[config.mk]
export PLATFORM = sky130hd
export DESIGN_NAME = ram_2r2w_bist
export DESIGN_NICKNAME = d
export VERILOG_FILES = /design/src/rtl/ram_2r2w_bist.sv
export SDC_FILE = /design/constraint.sdc
export NUM_CORES = 1
export LEC_CHECK = 0
export ABC_AREA = 1
export CORE_MARGIN = 2
export CORE_UTILIZATION = 40
export DETAILED_ROUTE_END_ITERATION = 12
export PLACE_DENSITY = 0.74
export SLEW_MARGIN = 0
export SYNTH_ARGS = -nofsm -noshare
export SYNTH_HDL_FRONTEND = slang
export SYNTH_SLANG_ARGS = --single-unit
export TNS_END_PERCENT = 100
[constraint.sdc]
create_clock -name clk -period 2.94 [get_ports clk]
set_input_delay 0.294 -clock clk [delete_from_list [all_inputs] [get_ports clk]]
set_output_delay 0.294 -clock clk [all_outputs]
set_load 0.02 [all_outputs]
[src/rtl/ram_2r2w_bist.sv]
// March-style BIST for a two-read/two-write RAM: writes P then ~P across all words,
// reading each word back through the opposite port and counting miscompares.
module ram_2r2w_bist #(
  parameter int unsigned BLOCKSIZE = 10,
  parameter int unsigned READ_LAT  = 1
) (
  input  logic               clk,
  input  logic               rst,
  input  logic               start,
  output logic [BLOCKSIZE:0] w1_addr,
  output logic [BLOCKSIZE:0] w2_addr,
  output logic [31:0]        w1_din,
  output logic [31:0]        w2_din,
  output logic               en_w1,
  output logic               en_w2,
  output logic [BLOCKSIZE:0] r1_addr,
  output logic [BLOCKSIZE:0] r2_addr,
  input  logic [31:0]        d1,
  input  logic [31:0]        d2,
  output logic               busy,
  output logic               done,
  output logic               pass,
  output logic [15:0]        err_cnt,
  output logic [BLOCKSIZE:0] fail_addr
);

  localparam int AW     = BLOCKSIZE + 1;
  localparam int CW     = 3 * AW;
  // Width of the trailing copy of the address once {a, ~a, a} is fitted into 32 bits
  localparam int LOWW   = (CW <= 32) ? AW : ((2 * AW < 32) ? 32 - 2 * AW : 0);
  localparam int PREOFF = (2 * AW > 32) ? 2 * AW - 32 : 0;
  localparam logic [31:0] LOWMASK = 32'((64'd1 << LOWW) - 64'd1);

  function automatic logic [31:0] pattern(input logic [AW-1:0] a);
    logic [63:0] pre;
    logic [31:0] ax;
    pre = 64'({a, ~a});
    ax  = 32'(a);
    return 32'((pre << LOWW) >> PREOFF) | (ax & LOWMASK);
  endfunction

  typedef enum logic [2:0] {StIdle, StW0, StR0, StW1, StR1, StDone} state_e;

  state_e               state_q, state_d;
  logic [BLOCKSIZE-1:0] k_q, k_d;
  logic [2:0]           drn_q, drn_d;
  logic [15:0]          err_q, err_d;
  logic [AW-1:0]        fail_q, fail_d;

  logic                 pv_q  [READ_LAT];
  logic [31:0]          pe1_q [READ_LAT];
  logic [31:0]          pe2_q [READ_LAT];
  logic [AW-1:0]        pa1_q [READ_LAT];
  logic [AW-1:0]        pa2_q [READ_LAT];

  logic [AW-1:0] a_even, a_odd;
  logic [31:0]   pat_even, pat_odd;
  logic          in_w, in_r, issue, inv, m1, m2;
  logic [16:0]   sum;

  assign a_even   = {k_q, 1'b0};
  assign a_odd    = {k_q, 1'b1};
  assign in_w     = (state_q == StW0) || (state_q == StW1);
  assign in_r     = (state_q == StR0) || (state_q == StR1);
  assign issue    = in_r && (drn_q == 3'd0);
  assign inv      = (state_q == StW1) || (state_q == StR1);
  assign pat_even = pattern(a_even) ^ {32{inv}};
  assign pat_odd  = pattern(a_odd) ^ {32{inv}};

  assign m1  = pv_q[READ_LAT-1] && (d1 != pe1_q[READ_LAT-1]);
  assign m2  = pv_q[READ_LAT-1] && (d2 != pe2_q[READ_LAT-1]);
  assign sum = {1'b0, err_q} + {16'd0, m1} + {16'd0, m2};

  always_comb begin
    en_w1   = 1'b0;
    en_w2   = 1'b0;
    w1_addr = '0;
    w2_addr = '0;
    w1_din  = '0;
    w2_din  = '0;
    r1_addr = '0;
    r2_addr = '0;
    if (in_w) begin
      en_w1   = 1'b1;
      en_w2   = 1'b1;
      w1_addr = a_even;
      w1_din  = pat_even;
      w2_addr = a_odd;
      w2_din  = pat_odd;
    end
    // Cross-port read: port 1 checks what port 2 wrote and vice versa
    if (issue) begin
      r1_addr = a_odd;
      r2_addr = a_even;
    end
    busy      = in_w || in_r;
    done      = (state_q == StDone);
    pass      = done && (err_q == 16'd0);
    err_cnt   = err_q;
    fail_addr = fail_q;
  end

  always_comb begin
    state_d = state_q;
    k_d     = k_q;
    drn_d   = drn_q;
    err_d   = sum[16] ? 16'hFFFF : sum[15:0];
    fail_d  = fail_q;
    if ((m1 || m2) && (err_q == 16'd0)) begin
      fail_d = m1 ? pa1_q[READ_LAT-1] : pa2_q[READ_LAT-1];
    end
    unique case (state_q)
      StIdle, StDone: begin
        if (start) begin
          state_d = StW0;
          k_d     = '0;
          drn_d   = 3'd0;
          err_d   = 16'd0;
          fail_d  = '0;
        end
      end
      StW0, StW1: begin
        k_d = k_q + 1'b1;
        if (&k_q) begin
          state_d = (state_q == StW0) ? StR0 : StR1;
        end
      end
      StR0, StR1: begin
        if (drn_q == 3'd0) begin
          k_d = k_q + 1'b1;
          if (&k_q) begin
            drn_d = 3'd1;
          end
        end else if (drn_q == 3'(READ_LAT)) begin
          drn_d   = 3'd0;
          state_d = (state_q == StR0) ? StW1 : StDone;
        end else begin
          drn_d = drn_q + 3'd1;
        end
      end
      default: state_d = StIdle;
    endcase
  end

  always_ff @(posedge clk or posedge rst) begin
    if (rst) begin
      state_q <= StIdle;
      k_q     <= '0;
      drn_q   <= 3'd0;
      err_q   <= 16'd0;
      fail_q  <= '0;
      for (int i = 0; i < READ_LAT; i++) begin
        pv_q[i]  <= 1'b0;
        pe1_q[i] <= '0;
        pe2_q[i] <= '0;
        pa1_q[i] <= '0;
        pa2_q[i] <= '0;
      end
    end else begin
      state_q  <= state_d;
      k_q      <= k_d;
      drn_q    <= drn_d;
      err_q    <= err_d;
      fail_q   <= fail_d;
      pv_q[0]  <= issue;
      pe1_q[0] <= pat_odd;
      pe2_q[0] <= pat_even;
      pa1_q[0] <= a_odd;
      pa2_q[0] <= a_even;
      for (int i = 1; i < READ_LAT; i++) begin
        pv_q[i]  <= pv_q[i-1];
        pe1_q[i] <= pe1_q[i-1];
        pe2_q[i] <= pe2_q[i-1];
        pa1_q[i] <= pa1_q[i-1];
        pa2_q[i] <= pa2_q[i-1];
      end
    end
  end

endmodule
[Word level (Yosys, flattened, before mapping)]
Index checks and enable logic that the tools add are counted.
Storage, ports and cells
  bits in registers: 129
  output and inout port bits: 140
  word-level logic and storage cells: 85
Cells by class
  add/subtract/negate cells: 4
  equality and inequality tests: 14
  mux-type cells: 29
  bitwise gates (word level): 6
  reduce and logical (&&, ||, !) cells: 22
Operators by type and width (count)
  $mux 11: 8
  $mux 32: 2
  $ne 32x32->1: 2
  $or 32x10->32: 2
  $xor 32x32->32: 2
  $mux 16: 3
  $mux 3: 10
  $pmux 10 s3: 1
  $not 11->11: 2
  $mux 10: 2
  $add 16x1->17: 1
  $add 17x1->17: 1
  $logic_not 16->1: 1
  $add 10x1->10 const B: 1
  $ne 2x2->1 const B: 5
  $reduce_and 10->1: 1
  $pmux 3 s3: 1
  $eq 3x1->1 const B: 2
  $eq 3x2->1 const B: 2
  $eq 3x3->1 const B: 2
  $logic_not 3->1: 2
  $pmux 3 s2: 1
  $reduce_and 3->1: 2
  $reduce_or 2->1: 3
  8 further kinds: 16

[Longest topological paths before layout]
Gate-level depths: netlist of the first run.
  depth in word-level cells: 7
  depth in mapped cells: 24

[Worst setup path before layout of the first run]
Ideal clock, no wire load.
  path kind: register to register
  start: register pe2_q[22] (netlist bit)
  end: register err_q[11] (netlist: err_cnt[11])
  arrival: 2.372 ns
  data required time: 2.823 ns
  path slack: 0.451 ns
  cell stages (with the launch flop): 22
  clock period less this slack: 2.489 ns
  cells stage by stage: dfrtp_1 -> clkbuf_2 -> xnor2_1 -> nand2_1 -> nor2_1 -> nand2_1 -> nor2_1 -> nand2_1 -> nand2_1 -> inv_1 -> fa_1 -> ha_1 -> nand3_2 -> nor3_4 -> nand3_2 -> nor2_2 -> nand4_1 -> inv_2 -> nand2_1 -> inv_2 -> o21ai_1 -> inv_1
Between the ends
  cells in the longest elaborated chain, start to end: 6
RTL lines
  start, declared: line 52  | logic [31:0] pe2_q [READ_LAT];
  start signal, assigned by index: line 173  | pe2_q[i] <= pe2_q[i-1];
  $ne 32x32->1 (*): line 71  | assign m2 = pv_q[READ_LAT-1] && (d2 != pe2_q[READ_LAT-1]);
  $logic_and 1x1->1 (*): line 71
  $add 17x1->17 (*): line 72  | assign sum = {1'b0, err_q} + {16'd0, m1} + {16'd0, m2};
  $mux 16 (*): line 107  | err_d = sum[16] ? 16'hFFFF : sum[15:0];
  $mux 16: line 114  | if (start) begin
  $mux 16 (*): line 112  | unique case (state_q)
  via err_d[11]: line 47  | logic [15:0] err_q, err_d;
  end signal, assigned: line 163  | err_q <= err_d;
  end, declared: line 47
The timed path passes the listed nets; every way through them passes the cells marked *.
A chain may end at the register's enable or synchronous reset.

[Worst setup path in the final report of the first run]
  start: register state_q[0]
  end: output w1_din[22]
Between the ends
  cells in the longest elaborated chain, start to end: 4
  elaborated cells on any way between the ends: 7
RTL lines
  start, declared: line 44  | state_e state_q, state_d;
  start signal, assigned: line 147  | state_q <= StIdle;
  start signal, assigned: line 160  | state_q <= state_d;
  $eq 3x2->1 / $eq 3x3->1 (equally long branches): line 63, 66
  $logic_or 1x1->1: line 66  | assign inv = (state_q == StW1) || (state_q == StR1);
  $xor 32x32->32: line 67  | assign pat_even = pattern(a_even) ^ {32{inv}};
  $mux 32 (*): line 83  | if (in_w) begin
  end, declared: line 12  | output logic [31:0] w1_din,
Mark *: on every way between the ends. The rest lies on a longest branch, timed or not.

==> metrics.txt, run 1 <==
# TYPE chip_impl_metric gauge
chip_impl_metric{name="grt.met1_usage",unit="%"} 28.40
chip_impl_metric{name="worstPathRequired",unit="ns"} 2.65
chip_impl_info{name="layout_common_cells",value="sky130_fd_sc_hd__nand2_1, sky130_fd_sc_hd__clkdlybuf4s50_1, sky130_fd_sc_hd__nor2_1"} 1
chip_impl_metric{name="hpwlAfterDp",unit="µm"} 11680
chip_impl_metric{name="die_area",unit="µm²"} 14100
chip_impl_info{name="critPathLaunchType",value="register"} 1
chip_impl_metric{name="synth_cell_types",unit=""} 37
chip_impl_metric{name="num_io_pins",unit=""} 207
chip_impl_metric{name="grt_antenna_before_repair",unit=""} 0
chip_impl_metric{name="rr_worst_depth",unit=""} 22
chip_impl_info{name="critical-path-slowest-cell",value="sky130_fd_sc_hd__clkdlybuf4s50_1"} 1
chip_impl_metric{name="die_w",unit="µm"} 118.8
chip_impl_metric{name="finalHoldViolations",unit=""} 0
chip_impl_metric{name="max_clock_freq",unit="MHz"} 355.7
chip_impl_metric{name="finalHoldWorstSlack",unit="ns"} 0.1866
chip_impl_metric{name="post_dp_cell_area",unit="µm²"} 7073
chip_impl_metric{name="clock_path_buffers",unit=""} 2
chip_impl_metric{name="layout.area.seq",unit="µm²"} 1932
chip_impl_metric{name="groute.layer.met2.usage",unit="%"} 32.94
chip_impl_metric{name="timing.final.setup_violations",unit=""} 0
chip_impl_metric{name="crit_buf_inv",unit=""} 4
chip_impl_metric{name="postSynthCellCount",unit=""} 681
chip_impl_info{name="layout.cells.most_common",value="sky130_fd_sc_hd__nand2_1"} 1
chip_impl_metric{name="coreArea",unit="µm²"} 12720
chip_impl_info{name="clock_tree.root_cell",value="sky130_fd_sc_hd__clkbuf_16"} 1
chip_impl_metric{name="layout.cells.non_filler",unit=""} 1009
chip_impl_metric{name="vias_per_cell",unit=""} 4.486
chip_impl_metric{name="antenna_left",unit=""} 0
chip_impl_metric{name="cts_sinks",unit=""} 77
chip_impl_metric{name="yosysSeqAreaShare",unit="%"} 36.58
chip_impl_info{name="outcome",value="complete, no violations"} 1
chip_impl_metric{name="n_fill_cell",unit=""} 1161
chip_impl_metric{name="cts.reportedPaths.clkPinSlew",unit="ns"} 0.06
chip_impl_metric{name="yosysWarnings",unit=""} 0
chip_impl_info{name="worst_path_dominant_cell_family",value="buffers and inverters"} 1
chip_impl_metric{name="die_h",unit="µm"} 118.8
chip_impl_metric{name="number_of_placed_cells_counting_well_taps",unit=""} 992
chip_impl_metric{name="gp_congestion",unit=""} 0.8831
chip_impl_metric{name="total_leakage_power",unit="nW"} 3.912
chip_impl_metric{name="drc_errors",unit=""} 0
chip_impl_info{name="synthDominantAreaCellType",value="sky130_fd_sc_hd__dfrtp_1"} 1
chip_impl_metric{name="global_route.overflow_total",unit=""} 0
chip_impl_metric{name="globalRouteMet3Util",unit="%"} 3.523
chip_impl_metric{name="clock_insertion_delay_worst_skew",unit="ns"} 0.33
chip_impl_metric{name="start_util",unit="%"} 41.40
chip_impl_metric{name="tightest_slew",unit="ns"} 0.5474
chip_impl_metric{name="route.detailed.wl_per_inst",unit="µm"} 14.54
chip_impl_metric{name="arrival",unit="ns"} 2.52
chip_impl_metric{name="timing.critical_path.slowest_cell_delay",unit="ns"} 0.67
chip_impl_metric{name="flop_and_latch_count_out_of_synthesis",unit=""} 77
chip_impl_info{name="critPathKind",value="register to output pin"} 1
chip_impl_metric{name="syn-mean-instance-area",unit="µm²"} 7.735
chip_impl_info{name="worstSetupEndpointType",value="output pin"} 1
chip_impl_metric{name="cts_made_buffers",unit=""} 9
chip_impl_metric{name="irDropWorstVdd",unit="V"} 0.0007319
chip_impl_metric{name="final.period_utilization",unit="%"} 95.62
chip_impl_metric{name="global_route.usage.total",unit="%"} 20.67
chip_impl_info{name="min-delay-path-class",value="input pin to async pin"} 1
chip_impl_metric{name="grt_pass1_wl",unit="µm"} 23140
chip_impl_metric{name="drtPass1Iterations",unit=""} 4
chip_impl_metric{name="fin_clk_skew",unit="ns"} 0.005788
chip_impl_metric{name="postLayoutCoreUtil",unit="%"} 58.17
chip_impl_metric{name="layout-area-overhead-vs-synth",unit="%"} 40.50
chip_impl_metric{name="grt_start_max_net_pins",unit=""} 44
chip_impl_metric{name="synthesis.area",unit="µm²"} 5268
chip_impl_info{name="ys_top_cells_by_area",value="sky130_fd_sc_hd__dfrtp_1, sky130_fd_sc_hd__nand2_1, sky130_fd_sc_hd__buf_4, sky130_fd_sc_hd__xnor2_1, sky130_fd_sc_hd__nor2_1"} 1
chip_impl_metric{name="portBuffers",unit=""} 204
chip_impl_metric{name="cap_viol_max_count",unit=""} 0
chip_impl_metric{name="multi_input_area",unit="µm²"} 2365
chip_impl_metric{name="cp_num_cells",unit=""} 9
chip_impl_info{name="crit_path_frequent_cell",value="sky130_fd_sc_hd__inv_2"} 1
chip_impl_metric{name="drt-initial-drc-count",unit=""} 246
chip_impl_metric{name="route.final.wire_length",unit="µm"} 14670
chip_impl_info{name="cts_tree",value="yes"} 1
chip_impl_metric{name="setup_total_negative_slack",unit="ns"} 0
chip_impl_metric{name="finish.instance_area",unit="µm²"} 7401
chip_impl_metric{name="core.rowCount",unit=""} 41
chip_impl_info{name="rsz0062_at_grt",value="no"} 1
chip_impl_metric{name="detailroute.via_count",unit=""} 4526
chip_impl_metric{name="final.min_clock_period",unit="ns"} 2.811
chip_impl_metric{name="num-nets-final",unit=""} 902
chip_impl_metric{name="drive_gt1_share",unit="%"} 11.95
chip_impl_metric{name="cts_htree_levels",unit=""} 3
chip_impl_metric{name="synth_top_area_share",unit="%"} 36.58
chip_impl_metric{name="crit_fanout",unit=""} 7
chip_impl_info{name="busiest_layer",value="met2"} 1
chip_impl_metric{name="slew_headroom",unit="%"} 63.51
chip_impl_info{name="timing.critical_path.cells",value="inv_2, nor2_4, inv_2, nor2_4, inv_2, nand2_4, xor2_2, nor2_1, clkdlybuf4s50_1"} 1
chip_impl_metric{name="first_global_vias",unit=""} 4412
chip_impl_metric{name="power_density",unit="nW/µm²"} 989.8
chip_impl_metric{name="finalMaxSlewViolations",unit=""} 0
chip_impl_metric{name="diodes",unit=""} 0
## state kept, by name (all words and copies together) (netlist names)
signal and count:
err_cnt 16, pe1_q 1, state_q 3, pa2_q 1, fail_addr 11, pv_q 1, k_q 10, pe2_q 21
drn_q 3, pa1_q 10
## per-layer routing
metal | vias to the layer above | share of wire [%] | wire (µm)
li1 | 2267 | - | -
met1 | 2115 | 46 | 6731
met2 | 123 | 47 | 6926
met3 | 21 | 4.8 | 706
met4 | 0 | 2.1 | 304
met5 | - | 0 | 0
## stage by stage
stage	worst slack, ns	power (mW)
after floorplan	0.4507	5.031
after global placement	-0.1137	6.422
after detailed placement	-0.1466	6.482
after CTS	0.0008682	7.361
after global routing	0.001694	7.834
final	0.1287	7.325
## worst paths after layout
path | start | end | slack, ns
min in group clk | k_q[3]$_DFFE_PP0P_ | pa1_q[4]$_DFF_PP0_ | 0.40
worst max register to register | pe2_q[26]$_DFF_PP0_ | err_cnt[10]$_DFF_PP0_ | 0.23
max in group asynchronous | rst | pe2_q[27]$_DFF_PP0_ | 1.94
worst max-delay path | state_q[0]$_DFFE_PP0P_ | w1_din[22] | 0.13
worst min-delay path | rst | pe2_q[24]$_DFF_PP0_ | 0.19
worst min register to register | k_q[3]$_DFFE_PP0P_ | pa1_q[4]$_DFF_PP0_ | 0.40
## cells by family after synthesis
kind of cell | count (synthesis) | share of synthesized area, %
and+or+nand+nor | 310 | 25.94
buffers and inverters | 186 | 18.88
DFF | 77 | 36.58
xor gates and xnor gates | 66 | 13.82
AOI/OAI and AO/OA | 37 | 3.777
adders and majority gates | 3 | 0.8550
other | 2 | 0.1426
## cells in the mapped netlist
cell type,instances
sky130_fd_sc_hd__nand2_4,1
sky130_fd_sc_hd__nand3_2,7
sky130_fd_sc_hd__nor2_2,13
sky130_fd_sc_hd__nor3_2,1
sky130_fd_sc_hd__buf_6,2
sky130_fd_sc_hd__clkbuf_1,3
sky130_fd_sc_hd__o22ai_1,2
sky130_fd_sc_hd__o21ai_1,4
sky130_fd_sc_hd__o21ai_0,15
sky130_fd_sc_hd__a21boi_1,1
sky130_fd_sc_hd__fa_1,1
sky130_fd_sc_hd__or2_0,1
sky130_fd_sc_hd__nor2_1,100
sky130_fd_sc_hd__clkbuf_2,7
sky130_fd_sc_hd__nand2_1,154
sky130_fd_sc_hd__dfrtp_1,77
sky130_fd_sc_hd__inv_2,17
sky130_fd_sc_hd__nor4_2,1
sky130_fd_sc_hd__conb_1,2
sky130_fd_sc_hd__xnor2_1,49
sky130_fd_sc_hd__nand4_1,7
sky130_fd_sc_hd__buf_2,1
sky130_fd_sc_hd__buf_4,68
sky130_fd_sc_hd__inv_1,85
sky130_fd_sc_hd__clkinv_1,1
sky130_fd_sc_hd__xor2_4,8
sky130_fd_sc_hd__nand3_1,15
sky130_fd_sc_hd__o21a_1,2
sky130_fd_sc_hd__xor2_1,9
sky130_fd_sc_hd__ha_1,2
sky130_fd_sc_hd__a2bb2oi_1,1
sky130_fd_sc_hd__a21oi_1,12
sky130_fd_sc_hd__buf_12,1
sky130_fd_sc_hd__nor3_4,2
sky130_fd_sc_hd__nand2_2,4
sky130_fd_sc_hd__buf_1,1
sky130_fd_sc_hd__nor2_4,4
## timing repair
| action | 4_1_cts | 5_1_grt |
|---|---|---|
| setup buffers | 0 | 1 |
| endpoints found under the setup margin | 43 | 51 |
| pin swaps | 0 | 1 |
| gates resized for setup | 38 | 31 |
| hold buffers | 0 | 0 |
## power breakdown
part	switching (mW)	internal (mW)	total, mW
Sequential	0.359	1.40	1.76
Combinational	2.71	1.84	4.56
Clock	0.420	0.592	1.01
## final cells by class
type	instances	share of cell area [%]
tap	172	2.908
inverter	103	5.410
sequential	77	26.10
multi-input combinational	419	31.95
timing repair buffer	222	29.97
clock buffer	12	3.331
clock inverter	4	0.3212
Power figures use the tool's default switching activity.
==> run 2, diff against run 1 <==
==> constraint.sdc (replaced) <==
create_clock -name clk -period 3.24 [get_ports clk]
set_input_delay 0.324 -clock clk [delete_from_list [all_inputs] [get_ports clk]]
set_output_delay 0.324 -clock clk [all_outputs]
set_load 0.02 [all_outputs]
==> metrics.txt, run 2 (synthesis results as in run 1) <==
# TYPE chip_impl_metric gauge
chip_impl_metric{name="total_leakage_power",unit="nW"} 3.345
chip_impl_metric{name="core.rowCount",unit=""} 41
chip_impl_metric{name="die_w",unit="µm"} 118.8
chip_impl_metric{name="final.period_utilization",unit="%"} 93.21
chip_impl_metric{name="first_global_vias",unit=""} 4419
chip_impl_metric{name="layout-area-overhead-vs-synth",unit="%"} 39.48
chip_impl_metric{name="cap_viol_max_count",unit=""} 0
chip_impl_info{name="clock_tree.root_cell",value="sky130_fd_sc_hd__clkbuf_16"} 1
chip_impl_metric{name="drtPass1Iterations",unit=""} 4
chip_impl_info{name="critPathKind",value="register to output pin"} 1
chip_impl_info{name="cts_tree",value="yes"} 1
chip_impl_metric{name="detailroute.via_count",unit=""} 4474
chip_impl_metric{name="flip_flop_count_of_the_largest_register_after_layout",unit=""} 21
chip_impl_metric{name="final.min_clock_period",unit="ns"} 3.020
chip_impl_metric{name="r2r_slack",unit="ns"} 0.36
chip_impl_metric{name="global_route.usage.total",unit="%"} 20.60
chip_impl_metric{name="finalHoldWorstSlack",unit="ns"} 0.4197
chip_impl_metric{name="finalMaxSlewViolations",unit=""} 0
chip_impl_metric{name="fin_total_pwr",unit="mW"} 7.043
chip_impl_metric{name="max_clock_freq",unit="MHz"} 331.1
chip_impl_metric{name="finalHoldViolations",unit=""} 0
chip_impl_info{name="worst_path_dominant_cell_family",value="buffers and inverters"} 1
chip_impl_metric{name="tightest_slew",unit="ns"} 0.6494
chip_impl_info{name="critical_path.reg2reg.startpoint",value="pe2_q[16]$_DFF_PP0_"} 1
chip_impl_metric{name="grt_pass1_wl",unit="µm"} 23100
chip_impl_info{name="worstSetupEndpointType",value="output pin"} 1
chip_impl_metric{name="worstPathRequired",unit="ns"} 2.92
chip_impl_metric{name="crit_buf_inv",unit=""} 4
chip_impl_metric{name="switching_power",unit="mW"} 3.159
chip_impl_info{name="rsz0062_at_grt",value="no"} 1
chip_impl_metric{name="timing.final.setup_violations",unit=""} 0
chip_impl_metric{name="share_comb_of_total_power",unit="%"} 60.5
chip_impl_metric{name="route.final.wire_length",unit="µm"} 14290
chip_impl_metric{name="cts_sinks",unit=""} 77
chip_impl_metric{name="slew_headroom",unit="%"} 56.64
chip_impl_metric{name="irDropWorstVdd",unit="V"} 0.0007341
chip_impl_metric{name="layout.cells.non_filler",unit=""} 999
chip_impl_metric{name="start_util",unit="%"} 41.40
chip_impl_metric{name="power_density",unit="nW/µm²"} 958.7
chip_impl_metric{name="switching_share",unit="%"} 44.86
chip_impl_metric{name="p_clk_share",unit="%"} 17.0
chip_impl_metric{name="n_fill_cell",unit=""} 1179
chip_impl_metric{name="drt-initial-drc-count",unit=""} 221
chip_impl_metric{name="die_h",unit="µm"} 118.8
chip_impl_metric{name="timing.critical_path.slowest_cell_delay",unit="ns"} 0.67
chip_impl_metric{name="grt_antenna_before_repair",unit=""} 0
chip_impl_metric{name="intPower",unit="mW"} 3.884
chip_impl_info{name="outcome",value="complete, no violations"} 1
chip_impl_metric{name="clock_path_buffers",unit=""} 2
chip_impl_metric{name="hpwlAfterDp",unit="µm"} 11580
chip_impl_metric{name="vias_per_cell",unit=""} 4.478
chip_impl_metric{name="crit_fanout",unit=""} 10
chip_impl_metric{name="layout.area.seq",unit="µm²"} 1927
chip_impl_metric{name="diodes",unit=""} 0
chip_impl_metric{name="cts.reportedPaths.clkPinSlew",unit="ns"} 0.06
chip_impl_metric{name="route.detailed.wl_per_inst",unit="µm"} 14.31
chip_impl_metric{name="drive_gt1_share",unit="%"} 10.04
chip_impl_metric{name="finish.instance_area",unit="µm²"} 7347
chip_impl_metric{name="postLayoutCoreUtil",unit="%"} 57.75
chip_impl_info{name="timing.critical_path.cells",value="nor2_4, inv_2, nor2_4, inv_2, nand2_4, buf_6, xor2_4, nor2_1, clkdlybuf4s50_1"} 1
chip_impl_metric{name="gp_congestion",unit=""} 0.8908
chip_impl_metric{name="post_dp_cell_area",unit="µm²"} 6980
chip_impl_metric{name="num-nets-final",unit=""} 892
chip_impl_metric{name="cts_htree_levels",unit=""} 3
chip_impl_metric{name="grt_start_max_net_pins",unit=""} 33
chip_impl_info{name="layout_common_cells",value="sky130_fd_sc_hd__clkdlybuf4s50_1, sky130_fd_sc_hd__nand2_1, sky130_fd_sc_hd__nor2_1"} 1
chip_impl_metric{name="die_area",unit="µm²"} 14100
chip_impl_metric{name="multi_input_area",unit="µm²"} 2352
chip_impl_info{name="critPathLaunchType",value="register"} 1
chip_impl_metric{name="arrival",unit="ns"} 2.70
chip_impl_metric{name="global_route.overflow_total",unit=""} 0
chip_impl_metric{name="clock_insertion_delay_worst_skew",unit="ns"} 0.33
chip_impl_info{name="critical-path-slowest-cell",value="sky130_fd_sc_hd__clkdlybuf4s50_1"} 1
chip_impl_metric{name="number_of_placed_cells_counting_well_taps",unit=""} 983
chip_impl_info{name="largest_register",value="pe2_q"} 1
chip_impl_metric{name="power.share.sequential",unit="%"} 22.5
chip_impl_info{name="layout.cells.most_common",value="sky130_fd_sc_hd__clkdlybuf4s50_1"} 1
chip_impl_info{name="cp-startpoint",value="state_q[2]$_DFFE_PP0P_"} 1
chip_impl_metric{name="portBuffers",unit=""} 204
chip_impl_info{name="r2r-end",value="err_cnt[9]$_DFF_PP0_"} 1
chip_impl_metric{name="post-cts-setup-buffer-count",unit=""} 0
chip_impl_metric{name="antenna_left",unit=""} 0
chip_impl_metric{name="cts_made_buffers",unit=""} 9
chip_impl_metric{name="drc_errors",unit=""} 0
chip_impl_metric{name="num_io_pins",unit=""} 207
chip_impl_metric{name="coreArea",unit="µm²"} 12720
chip_impl_metric{name="fin_clk_skew",unit="ns"} 0.006916
chip_impl_metric{name="rr_worst_depth",unit=""} 20
chip_impl_info{name="min-delay-path-class",value="input pin to async pin"} 1
-- run 2: cell count changes in the layout (fill, tap and decap cells not counted), sizes merged --
| cell | change |
|---|---|
| dlymetal6s2s | -24 |
| buf | -10 |
| dlygate4sd2 | -35 |
| clkbuf | +1 |
| clkinv | -3 |
| bufinv | +2 |
| clkdlybuf4s50 | +59 |
-- run 2: timing repair --
item / CTS / global route
setup endpoints to repair: 0 / 22
gates resized for setup: 0 / 2
hold buffers: 0 / 0
-- run 2: worst max-delay path by stage --
stage	end	slack [ns]	cells after the start
floorplan	err_cnt[11]$_DFF_PP0_	0.75	21
global placement	err_cnt[9]$_DFF_PP0_	0.1	21
detailed placement	err_cnt[9]$_DFF_PP0_	-0.01	21
CTS	w1_din[26]	0.04	9
global route	r1_addr[10]	0.005	8
finish	w1_din[29]	0.22	9
-- run 2: layout make-up --
type	instances	area share [%]
Clock buffer	13	3.678
Clock inverter	3	1.226
Inverter	103	5.262
Multi-Input combinational cell	419	32.02
Sequential cell	77	26.23
Tap cell	172	2.929
Timing Repair Buffer	212	28.66
-- run 2: stage by stage --
| stage | TNS [ns] | setup slack [ns] |
|---|---|---|
| 2_1_floorplan | 0 | 0.7507 |
| 3_3_place_gp | 0 | 0.09937 |
| 3_5_place_dp | -0.01037 | -0.01037 |
| 4_1_cts | 0 | 0.04392 |
| 5_1_grt | 0 | 0.005058 |
| 6_report | 0 | 0.2200 |
-- run 2: per-layer routing --
layer	global-route usage (%)	wire, µm	vias to the layer above
met4	5.580	217	0
met1	27.65	6357	2066
met5	0	0	-
li1	-	-	2249
met2	33.73	6881	144
met3	4.247	837	15
-- run 2: power groups by stage --
stage / clock [mW] / combinational (mW) / sequential, mW
2_1_floorplan: 0 / 3.00 / 1.57
3_3_place_gp: 0 / 4.22 / 1.59
3_5_place_dp: 0 / 4.25 / 1.60
4_1_cts: 1.21 / 4.29 / 1.59
5_1_grt: 1.25 / 4.62 / 1.64
6_report: 1.20 / 4.26 / 1.59
